[src/rtl/alu_vector_sequencer.sv]
// Operand sequencer for the 6-bit ALU. Two LFSRs produce operand pairs.
// Each pair is held for HOLD_CYCLES cycles. At the end of each hold window
// the ALU result is captured and folded into a running signature.
// Handshake: start is a level request that is only accepted in IDLE. After
// acceptance, busy stays high until the run completes or is aborted.
// result_valid is a single-cycle strobe with no backpressure. done is sticky.
module alu_vector_sequencer #(
  parameter int               WIDTH       = 6,
  parameter int               NUM_VECTORS = 8,
  parameter int               HOLD_CYCLES = 20,
  parameter logic [WIDTH-1:0] SEED_A      = 6'h15,
  parameter logic [WIDTH-1:0] SEED_B      = 6'h2A
) (
  input  logic             clk,
  input  logic             reset,
  input  logic             start,
  input  logic             abort,
  input  logic             f_cfg,
  input  logic             x_cfg,
  input  logic             n_cfg,
  input  logic [WIDTH-1:0] alu_result,
  output logic [WIDTH-1:0] input1,
  output logic [WIDTH-1:0] input2,
  output logic             f,
  output logic             x,
  output logic             n,
  output logic             vec_valid,
  output logic [3:0]       vec_index,
  output logic             busy,
  output logic [WIDTH-1:0] result_out,
  output logic             result_valid,
  output logic [WIDTH-1:0] signature,
  output logic             done
);

  localparam int CNT_W = $clog2(HOLD_CYCLES + 1);
  localparam logic [CNT_W-1:0] CNT_END  = CNT_W'(HOLD_CYCLES - 1);
  localparam logic [3:0]       LAST_IDX = 4'(NUM_VECTORS - 1);
  // An all-zero seed would lock the LFSR, so it is replaced by 1.
  localparam logic [WIDTH-1:0] SEED_A_EFF = (SEED_A == '0) ? WIDTH'(1) : SEED_A;
  localparam logic [WIDTH-1:0] SEED_B_EFF = (SEED_B == '0) ? WIDTH'(1) : SEED_B;

  typedef enum logic [1:0] {
    ST_IDLE = 2'd0,
    ST_HOLD = 2'd1,
    ST_DONE = 2'd2
  } state_t;

  state_t           state;
  state_t           state_next;
  logic [CNT_W-1:0] hold_cnt;
  logic             launch;
  logic             stop;
  logic             capture;
  logic             last_vec;

  // x^6 + x^5 + 1 step: period 63, never reaches zero from a nonzero state.
  function automatic logic [WIDTH-1:0] lfsr_step(input logic [WIDTH-1:0] q);
    return {q[4:0], q[5] ^ q[4]};
  endfunction

  // State register.
  always_ff @(posedge clk) begin
    if (reset) state <= ST_IDLE;
    else       state <= state_next;
  end

  // Next-state logic and per-cycle action strobes. abort outranks capture.
  always_comb begin
    state_next = state;
    launch     = 1'b0;
    stop       = 1'b0;
    capture    = 1'b0;
    last_vec   = 1'b0;
    case (state)
      ST_IDLE: begin
        if (start) begin
          launch     = 1'b1;
          state_next = ST_HOLD;
        end
      end
      ST_HOLD: begin
        if (abort) begin
          stop       = 1'b1;
          state_next = ST_IDLE;
        end else if (hold_cnt == CNT_END) begin
          capture = 1'b1;
          if (vec_index == LAST_IDX) begin
            last_vec   = 1'b1;
            state_next = ST_DONE;
          end
        end
      end
      ST_DONE: state_next = ST_IDLE;
      default: state_next = ST_IDLE;
    endcase
  end

  // Datapath: operands, controls, capture, signature and status flags.
  always_ff @(posedge clk) begin
    if (reset) begin
      input1       <= '0;
      input2       <= '0;
      f            <= 1'b0;
      x            <= 1'b0;
      n            <= 1'b0;
      vec_valid    <= 1'b0;
      vec_index    <= '0;
      busy         <= 1'b0;
      result_out   <= '0;
      result_valid <= 1'b0;
      signature    <= '0;
      done         <= 1'b0;
      hold_cnt     <= '0;
    end else begin
      result_valid <= 1'b0;
      if (launch) begin
        input1    <= SEED_A_EFF;
        input2    <= SEED_B_EFF;
        f         <= f_cfg;
        x         <= x_cfg;
        n         <= n_cfg;
        vec_index <= '0;
        hold_cnt  <= '0;
        vec_valid <= 1'b1;
        busy      <= 1'b1;
        done      <= 1'b0;
        signature <= '0;
      end
      if (stop) begin
        vec_valid <= 1'b0;
        busy      <= 1'b0;
      end
      if (state == ST_HOLD && !abort) hold_cnt <= hold_cnt + 1'b1;
      if (capture) begin
        result_out   <= alu_result;
        result_valid <= 1'b1;
        signature    <= {signature[4:0], signature[5] ^ signature[4]} ^ alu_result;
        if (last_vec) begin
          vec_valid <= 1'b0;
          busy      <= 1'b0;
          done      <= 1'b1;
        end else begin
          input1    <= lfsr_step(input1);
          input2    <= lfsr_step(input2);
          vec_index <= vec_index + 1'b1;
          hold_cnt  <= '0;
        end
      end
    end
  end

endmodule

[config.mk]
export PLATFORM = sky130hd
export DESIGN_NAME = alu_vector_sequencer
export DESIGN_NICKNAME = d
export VERILOG_FILES = /design/src/rtl/alu_vector_sequencer.sv
export SDC_FILE = /design/constraint.sdc
export NUM_CORES = 1
export LEC_CHECK = 0
export CAP_MARGIN = 20
export CELL_PAD_IN_SITES_DETAIL_PLACEMENT = 0
export CELL_PAD_IN_SITES_GLOBAL_PLACEMENT = 1
export CORE_UTILIZATION = 36
export DETAILED_ROUTE_END_ITERATION = 6
export MAX_ROUTING_LAYER = met4
export PLACE_DENSITY = 0.85
export SETUP_SLACK_MARGIN = 0.15
export SYNTH_ARGS = -nofsm -noshare
export SYNTH_HDL_FRONTEND = slang
export SYNTH_SLANG_ARGS = --single-unit
export TNS_END_PERCENT = 20
[constraint.sdc]
create_clock -name clk -period 1.9 [get_ports clk]
set_clock_uncertainty 0.05 [all_clocks]
set_input_delay 0.285 -clock clk [delete_from_list [all_inputs] [get_ports clk]]
set_output_delay 0.285 -clock clk [all_outputs]
set_load 0.005 [all_outputs]
==> metrics list <==
- The flow ran to the end, and the final reports show no timing, DRC or antenna violations.
- Layout overhead on the synthesized area: 39.6%
- Measured slew at the worst slew-check pin: 0.417 ns
- Clock-pin slew was measured on the worst setup and hold paths at 0.08 ns.
- Number of DRC markers after the initial detailed-route iteration: 55
* Worst slack on hold paths: 0.411 ns
- DR DRC count: 0
* Master of the slowest instance on the critical path: sky130_fd_sc_hd__dfxtp_1
- The biggest area contributor in the post-synthesis netlist is sky130_fd_sc_hd__dfxtp_1.
- Final weighted congestion in routability-driven placement: 0.781
- Die span in x: 74.4 µm
- CP max FO: 19
- Routed wire length: 4880 µm
* TritonCTS clock tree: built
- Counting flops and latches in the post-synthesis netlist gives 42.
- Most common cell after layout, fill and taps aside: sky130_fd_sc_hd__clkdlybuf4s50_1
- Across every metal layer, demand over resource in global routing totals 0.195.
* Crit path buf inv count: 1
- Once the clock tree was built, the setup fixing pass inserted 0 buffers.
- For this configuration, the core starts out at a cell density of 0.387.
- In this run the core area contains 25 standard-cell rows.
- Biggest cell delay along the critical path: 0.41 ns
- Buffers added on ports: 47
- Worst setup path category: flop to flop
- Vias per cell: 5.29
- The clock tree synthesis step divided the H-tree into 2 levels.
- Time the worst path needs with I/O delays and setup: 1.69 ns
* Number of pins exceeding their max-slew limit in the final report: 0
* Reported max-cap violation count: 0
* Sort of element at the start of the critical path: flop
- The number of cells on the worst reg-to-reg path is 4.
- Top-Level Pins: 48
- At the worst endpoint, the arrival time is 1.82 ns.
- Summed over all nets, the half-perimeter wirelength after detailed placement is 3420 µm.
- The number of antenna diodes in the final layout is 0.
- Standard cell core area: 4880 µm²
* CTS root buffer: sky130_fd_sc_hd__clkbuf_8
* Congestion Overflow GR: 0
* Achievable Freq: 0.591 GHz
- Worst min-delay path category: flop to flop
- Top-area cell type share of the netlist area: 0.446
- The number of different library cells used by synthesis comes to 42.
* DRT Pass-1 Iters: 4
- For this design, the CTS-stage hold fixing added 0 buffers.
- Sink Count: 42
- The number of antenna violations at the first check in global routing was 0.
* Number of clock buffers inserted by TritonCTS: 5
- The first global-routing pass estimated 7980 µm of wire.
- Clock latency of the later-clocked register in the worst-skew pair: 0.29 ns
* Leak: 0.916 nW
- The detail route stage leaves a number of antenna-violating nets equal to 0.
* DIE HEIGHT: 74.4 µm
- Critical path's top delay family: simple AND/OR/NAND/NOR gates
* Yosys warnings: 0
* Clock Path Buffers: 2
- Worst hold path cell count: 2
- The share of the Yosys chip area taken by registers is 0.446.
- Portion of the clock cycle consumed by the worst path in the final layout: 0.890
- Hold violation count in the final report: 0
- Cell types with the largest area share after synthesis: sky130_fd_sc_hd__dfxtp_1 (45%), sky130_fd_sc_hd__a21oi_1 (6.1%), sky130_fd_sc_hd__nand3_1 (5.0%), sky130_fd_sc_hd__a211oi_1 (4.0%), sky130_fd_sc_hd__clkbuf_1 (3.4%)
- The most used flip-flop cell after synthesis is sky130_fd_sc_hd__dfxtp_1.
* Total power per unit cell area: 647 nW/µm²
- Post-layout worst setup margin: 0.208 ns
- Of the cells placed in the final design, the portion with a size suffix greater than 1 is 0.143.
- After synthesis, the share of flip-flops with an asynchronous set or reset is 0.
- The mapped netlist covers 1890 µm².
- Routed len/inst: 14.7 µm
* Average cell area after synthesis: 8.98 µm²
* Top library cells by usage in the layout, fill and taps aside: sky130_fd_sc_hd__clkdlybuf4s50_1 (47), sky130_fd_sc_hd__dfxtp_1 (42), sky130_fd_sc_hd__a21oi_1 (23), sky130_fd_sc_hd__buf_4 (21), sky130_fd_sc_hd__nand3_1 (19)
- Counting buffers and inverters, the worst setup path is 4 cells deep.
- Final count of negative-setup-slack endpoints: 0
* Worst voltage drop across the vdd grid: 0.380 mV
* RSZ-0062 raised after global routing: yes
* Critical Path RT: 2.03 ns
- Net count after synthesis: 225
- The cell count after synthesis came out at 210.
- Post-placement setup slack: -0.0838 ns
- Ordered list of cells on the worst path: or3b_1 > buf_4 > nor3_4 > mux2_2
* Critical path endpoint category: flop
- Worst slew slack as a fraction of its limit: 0.721
- Entering global routing, the biggest net connects 20 pins.
- Vias post-DR: 1762
* Full die area: 5530 µm²
- Vias in the first global route: 1631
- Count of flip-flops with a built-in enable after synthesis: 0
- Final Net Count: 280
[power breakdown]
| part | switching [mW] | internal, mW |
|---|---|---|
| combinational | 0.0874 | 0.0978 |
| clock | 0.309 | 0.294 |
| sequential | 0.0158 | 0.900 |
| total | 0.412 | 1.29 |
[timing repair]
| item | 4_1_cts | 5_1_grt |
|---|---|---|
| pin swaps | 0 | 0 |
| endpoints found under the setup margin | 9 | 29 |
| cloned | 0 | 0 |
| resized for setup | 1 | 3 |
[cell usage after synthesis, types with 2 or more instances]
master	number
sky130_fd_sc_hd__nand4bb_1	2
sky130_fd_sc_hd__o311ai_0	6
sky130_fd_sc_hd__o211ai_1	7
sky130_fd_sc_hd__nor3_1	2
sky130_fd_sc_hd__or3_1	3
sky130_fd_sc_hd__xor2_1	7
sky130_fd_sc_hd__nand3_1	19
sky130_fd_sc_hd__nor2_1	6
sky130_fd_sc_hd__nand4_1	7
sky130_fd_sc_hd__mux2i_1	2
sky130_fd_sc_hd__ha_1	2
sky130_fd_sc_hd__xnor2_1	3
sky130_fd_sc_hd__nand2_1	10
sky130_fd_sc_hd__buf_2	3
sky130_fd_sc_hd__a211oi_1	10
sky130_fd_sc_hd__nor4_1	5
sky130_fd_sc_hd__dfxtp_1	42
sky130_fd_sc_hd__clkbuf_1	17
sky130_fd_sc_hd__nor2b_1	2
sky130_fd_sc_hd__o21ai_0	11
sky130_fd_sc_hd__a21oi_1	23
[sequential cells by signal, indices dropped and copies added (netlist names), 2 cells and up]
register,cells
signature,6
vec_index,4
state,2
input1,6
input2,6
result_out,6
hold_cnt,5
[final timing paths]
kind	slack (ns)	endpoint	start
worst min-delay path	0.41	n	n
worst max register to register	0.21	vec_index[0]	state[0]
worst max-delay path	0.21	vec_index[0]	state[0]
worst min register to register	0.41	n	n
[cell type report]
| type | count | area (µm²) |
|---|---|---|
| inverter | 1 | 3.75 |
| clock buffer | 7 | 86.3 |
| multi-input combinational | 146 | 966 |
| fill | 465 | 2250 |
| clock inverter | 1 | 5.00 |
| tap | 67 | 83.8 |
| sequential | 42 | 841 |
| timing repair buffer | 69 | 648 |
[metal layers]
layer,GRT usage,part of all wire
met1,0.236,0.46
met2,0.324,0.48
met3,0.0379,0.044
met4,0.0629,0.0086
met5,-,0
[cell families after synthesis]
logic type | synth area share
xor gates and xnor gates | 0.0464
and+or+nand+nor | 0.210
adders and majority gates | 0.0133
AOI/OAI and AO/OA | 0.223
buffers and inverters | 0.0457
DFF | 0.446
muxes | 0.0166
[tightest hold or removal path, stage by stage, from the launching register on]
cell and delay, ns:
sky130_fd_sc_hd__dfxtp_1 0.31, sky130_fd_sc_hd__nand2_1 0.05, sky130_fd_sc_hd__a21oi_1 0.05
[metrics by stage]
step	utilization	power [mW]	std cells	setup TNS, ns	cell area [µm²]
floorplan	-	1.01	210	0	1890
global placement	0.520	1.12	325	-0.142	2540
detailed placement	0.520	1.12	325	-0.327	2540
CTS	0.539	1.72	333	0	2630
global route	0.540	1.77	333	0	2630
finish	0.540	1.70	333	0	2630
No activity file was read; power rests on OpenSTA's default activity.
